`config.mk`:
```
export PLATFORM = sky130hd
export DESIGN_NAME = pc_seq
export DESIGN_NICKNAME = d
export VERILOG_FILES = /design/src/rtl/pc_seq_pkg.sv /design/src/rtl/pc_offset_tbl.sv /design/src/rtl/pc_seq.sv
export SDC_FILE = /design/constraint.sdc
export NUM_CORES = 1
export LEC_CHECK = 0
export ABC_AREA = 0
export CORE_ASPECT_RATIO = 0.5
export CORE_MARGIN = 1
export CORE_UTILIZATION = 60
export CTS_CLUSTER_DIAMETER = 30
export DETAILED_ROUTE_END_ITERATION = 7
export PLACE_DENSITY_LB_ADDON = 0.12
export SYNTH_ARGS = -nofsm -noshare
export SYNTH_HDL_FRONTEND = slang
export SYNTH_SLANG_ARGS = --single-unit
```
`constraint.sdc`:
```
create_clock -name clk -period 5.7 [get_ports clk]
set_input_delay 1.14 -clock clk [delete_from_list [all_inputs] [get_ports clk]]
set_output_delay 1.14 -clock clk [all_outputs]
set_load 0.02 [all_outputs]
```
`src/rtl/pc_seq_pkg.sv`:
```
// pc_seq_pkg: shared state encoding, default widths and retire-counter constants for pc_seq.
package pc_seq_pkg;
    typedef enum logic [1:0] {IDLE, RUN, HALTED} state_t;
    localparam int PC_W_DEF  = 10;
    localparam int PTR_W_DEF = 5;
    localparam int OFF_W_DEF = 8;
    localparam int CNT_W     = 16;
    localparam logic [CNT_W-1:0] CNT_MAX = 16'hFFFF;
    function automatic logic [CNT_W-1:0] sat_inc(input logic [CNT_W-1:0] x);
        return x == CNT_MAX ? x : x + 1'b1;
    endfunction
endpackage

```
`src/rtl/pc_offset_tbl.sv`:
```
// pc_offset_tbl: branch-offset register file, synchronous write and clear, combinational signed read.
module pc_offset_tbl #(
    parameter int PTR_W = 5,
    parameter int OFF_W = 8
) (
    input  logic                    clk,
    input  logic                    reset,
    input  logic                    we,
    input  logic [PTR_W-1:0]        waddr,
    input  logic [OFF_W-1:0]        wdata,
    input  logic [PTR_W-1:0]        raddr,
    output logic signed [OFF_W-1:0] rdata
);
    logic [OFF_W-1:0] mem [2**PTR_W];
    assign rdata = $signed(mem[raddr]);
    always_ff @(posedge clk) begin
        if (reset) begin
            for (int i = 0; i < 2**PTR_W; i++) mem[i] <= '0;
        end else if (we) begin
            mem[waddr] <= wdata;
        end
    end
endmodule

```
`src/rtl/pc_seq.sv`:
```
// pc_seq: PC register, hold/increment/table-relative branch/halt sequencing and retire counter.
// Define PC_SEQ_BOUND_CHK_EN to halt on out-of-range PC results instead of wrapping.
module pc_seq
    import pc_seq_pkg::*;
#(
    parameter int PC_W  = PC_W_DEF,
    parameter int PTR_W = PTR_W_DEF,
    parameter int OFF_W = OFF_W_DEF
) (
    input  logic             clk,
    input  logic             reset,
    input  logic             start,
    input  logic [PC_W-1:0]  start_addr,
    input  logic             stall,
    input  logic             branch,
    input  logic [PTR_W-1:0] jump_ptr,
    input  logic             halt_req,
    input  logic             tbl_we,
    input  logic [PTR_W-1:0] tbl_waddr,
    input  logic [OFF_W-1:0] tbl_wdata,
    output logic [PC_W-1:0]  pc,
    output logic             pc_valid,
    output logic             done,
    output logic             tbl_err,
    output logic [CNT_W-1:0] instr_cnt
);
`ifdef PC_SEQ_BOUND_CHK_EN
    localparam bit BOUND_CHK = 1'b1;
`else
    localparam bit BOUND_CHK = 1'b0;
`endif
    state_t state;
    logic signed [OFF_W-1:0] off;
    logic [PC_W+1:0] step, sum;
    logic run, fault;
    assign run = state == RUN;
    pc_offset_tbl #(.PTR_W(PTR_W), .OFF_W(OFF_W)) u_tbl (
        .clk(clk), .reset(reset), .we(tbl_we && !run), .waddr(tbl_waddr),
        .wdata(tbl_wdata), .raddr(jump_ptr), .rdata(off)
    );
    // Two guard bits: MSB flags a negative result, the next flags overflow past the top.
    assign step  = branch ? {{(PC_W+2-OFF_W){off[OFF_W-1]}}, off} : (PC_W+2)'(1);
    assign sum   = {2'b00, pc} + step;
    assign fault = BOUND_CHK && (sum[PC_W+1] || sum[PC_W]);
    always_ff @(posedge clk) begin
        if (reset) begin
            state     <= IDLE;
            pc        <= '0;
            pc_valid  <= 1'b0;
            done      <= 1'b0;
            tbl_err   <= 1'b0;
            instr_cnt <= '0;
        end else begin
            tbl_err <= tbl_we && run;
            if (!run) begin
                if (start) begin
                    state     <= RUN;
                    pc        <= start_addr;
                    pc_valid  <= 1'b1;
                    done      <= 1'b0;
                    instr_cnt <= '0;
                end
            end else if (!stall) begin
                if (halt_req || fault) begin
                    state    <= HALTED;
                    pc_valid <= 1'b0;
                    done     <= 1'b1;
                    if (halt_req) instr_cnt <= sat_inc(instr_cnt);
                    else tbl_err <= 1'b1;
                end else begin
                    pc        <= sum[PC_W-1:0];
                    instr_cnt <= sat_inc(instr_cnt);
                end
            end
        end
    end
endmodule

```
After elaboration in Yosys (flattened, before gate mapping)
Memory sizes are Yosys's and may differ from the RTL's. Cells that the tools add are included.

Add/subtract/negate cells: 2. Multiply operators: 0. Divide/modulo/power cells: 0. Magnitude comparators: 0. Eq/ne operators: 6. Shift operators: 0. Multiplexer cells: 29. Bitwise gates (word level): 0. Reduce and logical (&&, ||, !) cells: 8.

Operators by type and width (number): $mux W16 (4); $mux W10 (5); $add A16 B1 Y16 const B (1); $eq A16 B16 Y1 const B (1); $mux W1 (14); $add A10 B10 Y10 (1); $reduce_and A3 Y1 (3); $mux W2 (4); $mux W8 (1); $ne A2 B2 Y1 const B (4); $reduce_or A8 Y1 (1); $mux W5 (1); $eq A2 B1 Y1 const B (1); $logic_and A1 B1 Y1 (2); $reduce_bool A2 Y1 (1); $logic_not A1 Y1 (1).

Flip-flop bits (word level): 31. Bits in latches: 0. RAM bits: 256. Bits in read-only memories: 0. Input bits: 35. Output and inout port bits: 29. Logic and storage cells: 52. Memories kept: 1.

Memories: u_tbl.mem (depth 32, bits a word 8, read ports 1, clocked after memory_dff 0, wr ports 32, RTL line pc_offset_tbl.sv:14) `logic [OFF_W-1:0] mem [2**PTR_W];`.

Longest topological paths before layout
Depth in word-level cells: 8. Depth in mapped cells: 19. Depth with buffers taken out: 16.

Modules after synthesis
Synthesis repeated with hierarchy kept, for this count alone.

Cell total of the unflattened synthesis: 946. Area, all modules: 13641.8 sq um.

By module, submodules not included: pc_offset_tbl (times used 1, cells each 725, area each 11817.6 sq um, seq. area each 7687.4 sq um); pc_seq (times used 1, cells each 221, area each 1824.2 sq um, seq. area each 580.6 sq um).

Worst setup path before layout
No wires, ideal clock.

Path type: input -> register. Start point: in jump_ptr[1]. End point: reg pc[9]. Setup time: 0.121 ns. Data arrival time: 4.501 ns. Required time: 5.579 ns. Setup slack: 1.079 ns. Stages on the path: 15. Path buffers: 2. Path through: buf_2 -> buf_1 -> mux4_2 -> mux4_2 -> mux2_2 -> nand2_1 -> inv_2 -> ha_1 -> a21o_1 -> a21oi_1 -> o211ai_1 -> a21o_1 -> a21oi_1 -> xnor2_1 -> mux2_2.

Cells in the longest elaborated chain, start to end: 6.

RTL lines: start, declared (RTL line pc_seq.sv:16) `input logic [PTR_W-1:0] jump_ptr,`; $mem_v2 Z32 W8; $mux W10 (RTL line pc_seq.sv:42) `assign step = branch ? {{(PC_W+2-OFF_W){off[OFF_W-1]}}, off} : (PC_W+2)'(1);`; $add A10 B10 Y10 (RTL line pc_seq.sv:43) `assign sum = {2'b00, pc} + step;`; $mux W10 (RTL line pc_seq.sv:64) `if (halt_req || fault) begin`; $mux W10 (RTL line pc_seq.sv:63) `end else if (!stall) begin`; $mux W10 (RTL line pc_seq.sv:55) `if (!run) begin`; end signal, assigned (RTL line pc_seq.sv:58) `pc <= start_addr;`; end signal, assigned (RTL line pc_seq.sv:71) `pc <= sum[PC_W-1:0];`; end, declared (RTL line pc_seq.sv:21) `output logic [PC_W-1:0] pc,`.

Every way passes these cells. The select of a mux whose other input is x is not followed. A chain may end at the register's enable or synchronous reset.

Worst setup path in the final report
Start point: in jump_ptr[0]. End point: reg pc[9].

The elaborated chain is that of the path after synthesis.

==> impl_metrics.json <==
{
  "ys_seq_area_frac": 0.612,
  "critical_path_class": "in2reg",
  "comb_power_share": 0.082,
  "status": "complete, no violations",
  "ys_warn_count": 0,
  "syn-num-nets": 999,
  "post-dp-hpwl_um": 20400,
  "cts_resized": 0,
  "final_cells": 1346,
  "period_share": 0.809,
  "ir_drop_uv": 206,
  "htreeDepth": 2,
  "synth_seq_cells": 285,
  "crit_family": "multiplexers",
  "hold_depth": 2,
  "power_frac_clock": 0.459,
  "seqPwrFrac": 0.460,
  "synth-edff-count": 256,
  "cts.sinks": 285,
  "power_density_nw_per_um2": 332,
  "top_layer_used": "met5",
  "cts_buffers": 37,
  "swShare": 0.235,
  "core_area_um2": 21900,
  "clock_skew_ns": 0.0226,
  "rsz0062_at_grt": "no",
  "ant_nets": 0,
  "worst_setup_path_start_kind": "input port",
  "tns_ns": 0,
  "met1_length_um": 13600,
  "syn_area_per_cell_um2": 14.2,
  "clkLatencyLatePin_ns": 0.53,
  "cts_setup_buffers": 0,
  "final_cell_mix": "and2_1, edfxtp_1, mux4_2",
  "vias": 8076,
  "drt_iter0_drc": 847,
  "path_buf_inv": 2,
  "syn_inst": 953,
  "wl_per_cell_um": 23.6,
  "fin_nets": 1063,
  "slowest_stage": "mux4_2",
  "yosys.area.top_type": "edfxtp_1",
  "cts_tree": "done",
  "gp_congestion": 0.855,
  "drv_cap": 0,
  "drv_slew": 0,
  "dr.pass1.iters": 5,
  "critical_path.max_stage_delay_ns": 0.55,
  "met3_length_um": 2490,
  "area_growth_pct": 16.1,
  "hold_buffers": 0,
  "grt_pass1_vias": 8215,
  "r2r_cells": 13,
  "finalWirelength_um": 31700,
  "fmax_ghz": 0.217,
  "fp.dieArea_um2": 23200,
  "drive_above_1_share": 0.190,
  "slew_headroom": 0.175,
  "grt_max_degree": 50,
  "clock-root-buffer": "clkbuf_16",
  "end_kind": "flip-flop",
  "hold_viol_final": 0,
  "gr-total-overflow": 0,
  "path_cells": "buf_4, buf_4, mux4_2, mux4_2, mux2i_1, nor2b_1, ha_1, a21o_1, a21oi_1, o211ai_1, a21o_1, a21oi_1, xnor2_1, mux2_2",
  "post_dp_cell_area_um2": 14400,
  "io_pins": 64,
  "start_util": 0.618,
  "cp.required_ns": 6.11,
  "ys_types": 44,
  "post-route-cell-area_um2": 15700,
  "synthArstFlopShare": 0,
  "grt_usage": 0.284,
  "syn_area_um2": 13500,
  "wl_met2_um": 14800,
  "die_height_um": 108,
  "worstSetupPathDepth": 14,
  "clock_path_buffers": 3,
  "netlist_top_cells_area": "edfxtp_1, mux4_2, and2_1",
  "drc": 0,
  "grt_pass1_wl_um": 48400,
  "n_antenna_cell": 0,
  "io_buffers": 63,
  "cellLeakagePower_nw": 5.72,
  "finalPower_w": 0.00520,
  "yosysTopAreaCellShare": 0.569,
  "cp.arrival_ns": 5.02,
  "setup_viol": 0,
  "row_count": 38,
  "antenna_found_initial": 1,
  "worst_pin_slew_ns": 1.23,
  "hold_class": "reg2reg",
  "synth_ff_type": "edfxtp_1",
  "dp_cells": 1278,
  "critPathMaxFanout": 28,
  "die_x_um": 214,
  "clkSlewWorstSetupHoldPaths_ns": 0.06,
  "post-route-min-period_ns": 4.61,
  "final_common_cell": "and2_1",
  "p_int_w": 0.00398,
  "viasPerCell": 6.00,
  "switching_power_w": 0.00122
}
==> stage by stage <==
step / hold slack [ns] / utilization / worst slack (ns)
after floorplan: 0.579 / - / 1.08
after global placement: 0.516 / 0.659 / 0.672
after detailed placement: 0.519 / 0.659 / 0.586
after CTS: 0.526 / 0.717 / 1.12
after global routing: 0.551 / 0.717 / 0.866
final: 0.527 / 0.717 / 1.09
==> power groups by stage <==
stage | registers, W | clock network [W] | logic, W
finish | 0.00239 | 0.00238 | 0.000426
global route | 0.00240 | 0.00248 | 0.000455
CTS | 0.00239 | 0.00240 | 0.000424
detailed placement | 0.00243 | 0 | 0.000421
global placement | 0.00243 | 0 | 0.000416
floorplan | 0.00243 | 0 | 0.000263
==> final cells by class <==
class                   instances  area [um^2]
flip-flops and latches        285         8270
fillers                      1449         6190
multi-input cells             606         4980
clock buffers                  44         1020
repair buffers                 82          773
well taps                     300          375
clock inverters                24          255
inverters                       5         18.8
==> cells by family (layout without fill, tap and decap cells) <==
kind of cell             Yosys count  count (layout)  share of synthesized area
flip-flops                       285             285                      0.612
multiplexers                      89              89                      0.136
adder cells (fa/ha/maj)           11              11                     0.0107
AO/OA/AOI/OAI                     42              42                     0.0208
buffers and inverters             62             155                     0.0195
AND/OR/NAND/NOR                  444             444                      0.188
XOR/XNOR                          20              20                     0.0130
==> state kept, by name, summed over array words and instances (netlist names) <==
signal	flops
tbl_err	1
u_tbl.mem	256
state	1
instr_cnt	16
done	1
pc	10
==> worst reg2reg max path, delay by kind of cell, from the launching register on <==
kind	cells	cell delay (ns)
buffers and inverters	1	0.04
muxes	4	1.68
and+or+nand+nor	1	0.14
xor gates and xnor gates	1	0.14
adders and majority gates	1	0.27
AOI/OAI and AO/OA	5	1.07
DFF	1	0.38
==> synthesized netlist by cell type (all sizes together), types with 3 or more instances <==
cell and n:
and2 257, edfxtp 256, mux4 75, nor2 70, clkbuf 40, or2 32
dfxtp 29, nand2 25, buf 17, xor2 13, a21oi 12, mux2i 12
nor2b 12, nand3 11, nand4 11, ha 10, a211oi 7, xnor2 7
nand3b 6, a21o 5, a311oi 5, inv 5, nand2b 5, o21ai 5
nor3 4, and4 3, or3 3
==> worst paths after layout <==
path	startpoint	endpoint	slack [ns]
max	jump_ptr[0]	pc[9]$_SDFFE_PP0P_	1.09
min	pc[7]$_SDFFE_PP0P_	pc[7]$_SDFFE_PP0P_	0.53
max reg2reg	u_tbl.mem[7][1]$_SDFFCE_PN0P_	pc[9]$_SDFFE_PP0P_	1.88
min reg2reg	pc[7]$_SDFFE_PP0P_	pc[7]$_SDFFE_PP0P_	0.53
==> per-layer routing <==
metal	up-vias	GRT usage
li1	3621	-
met1	4059	0.390
met2	328	0.458
met3	66	0.0647
met4	2	0.0893
met5	-	0
Note: power is estimated with default switching activity, not from simulation.
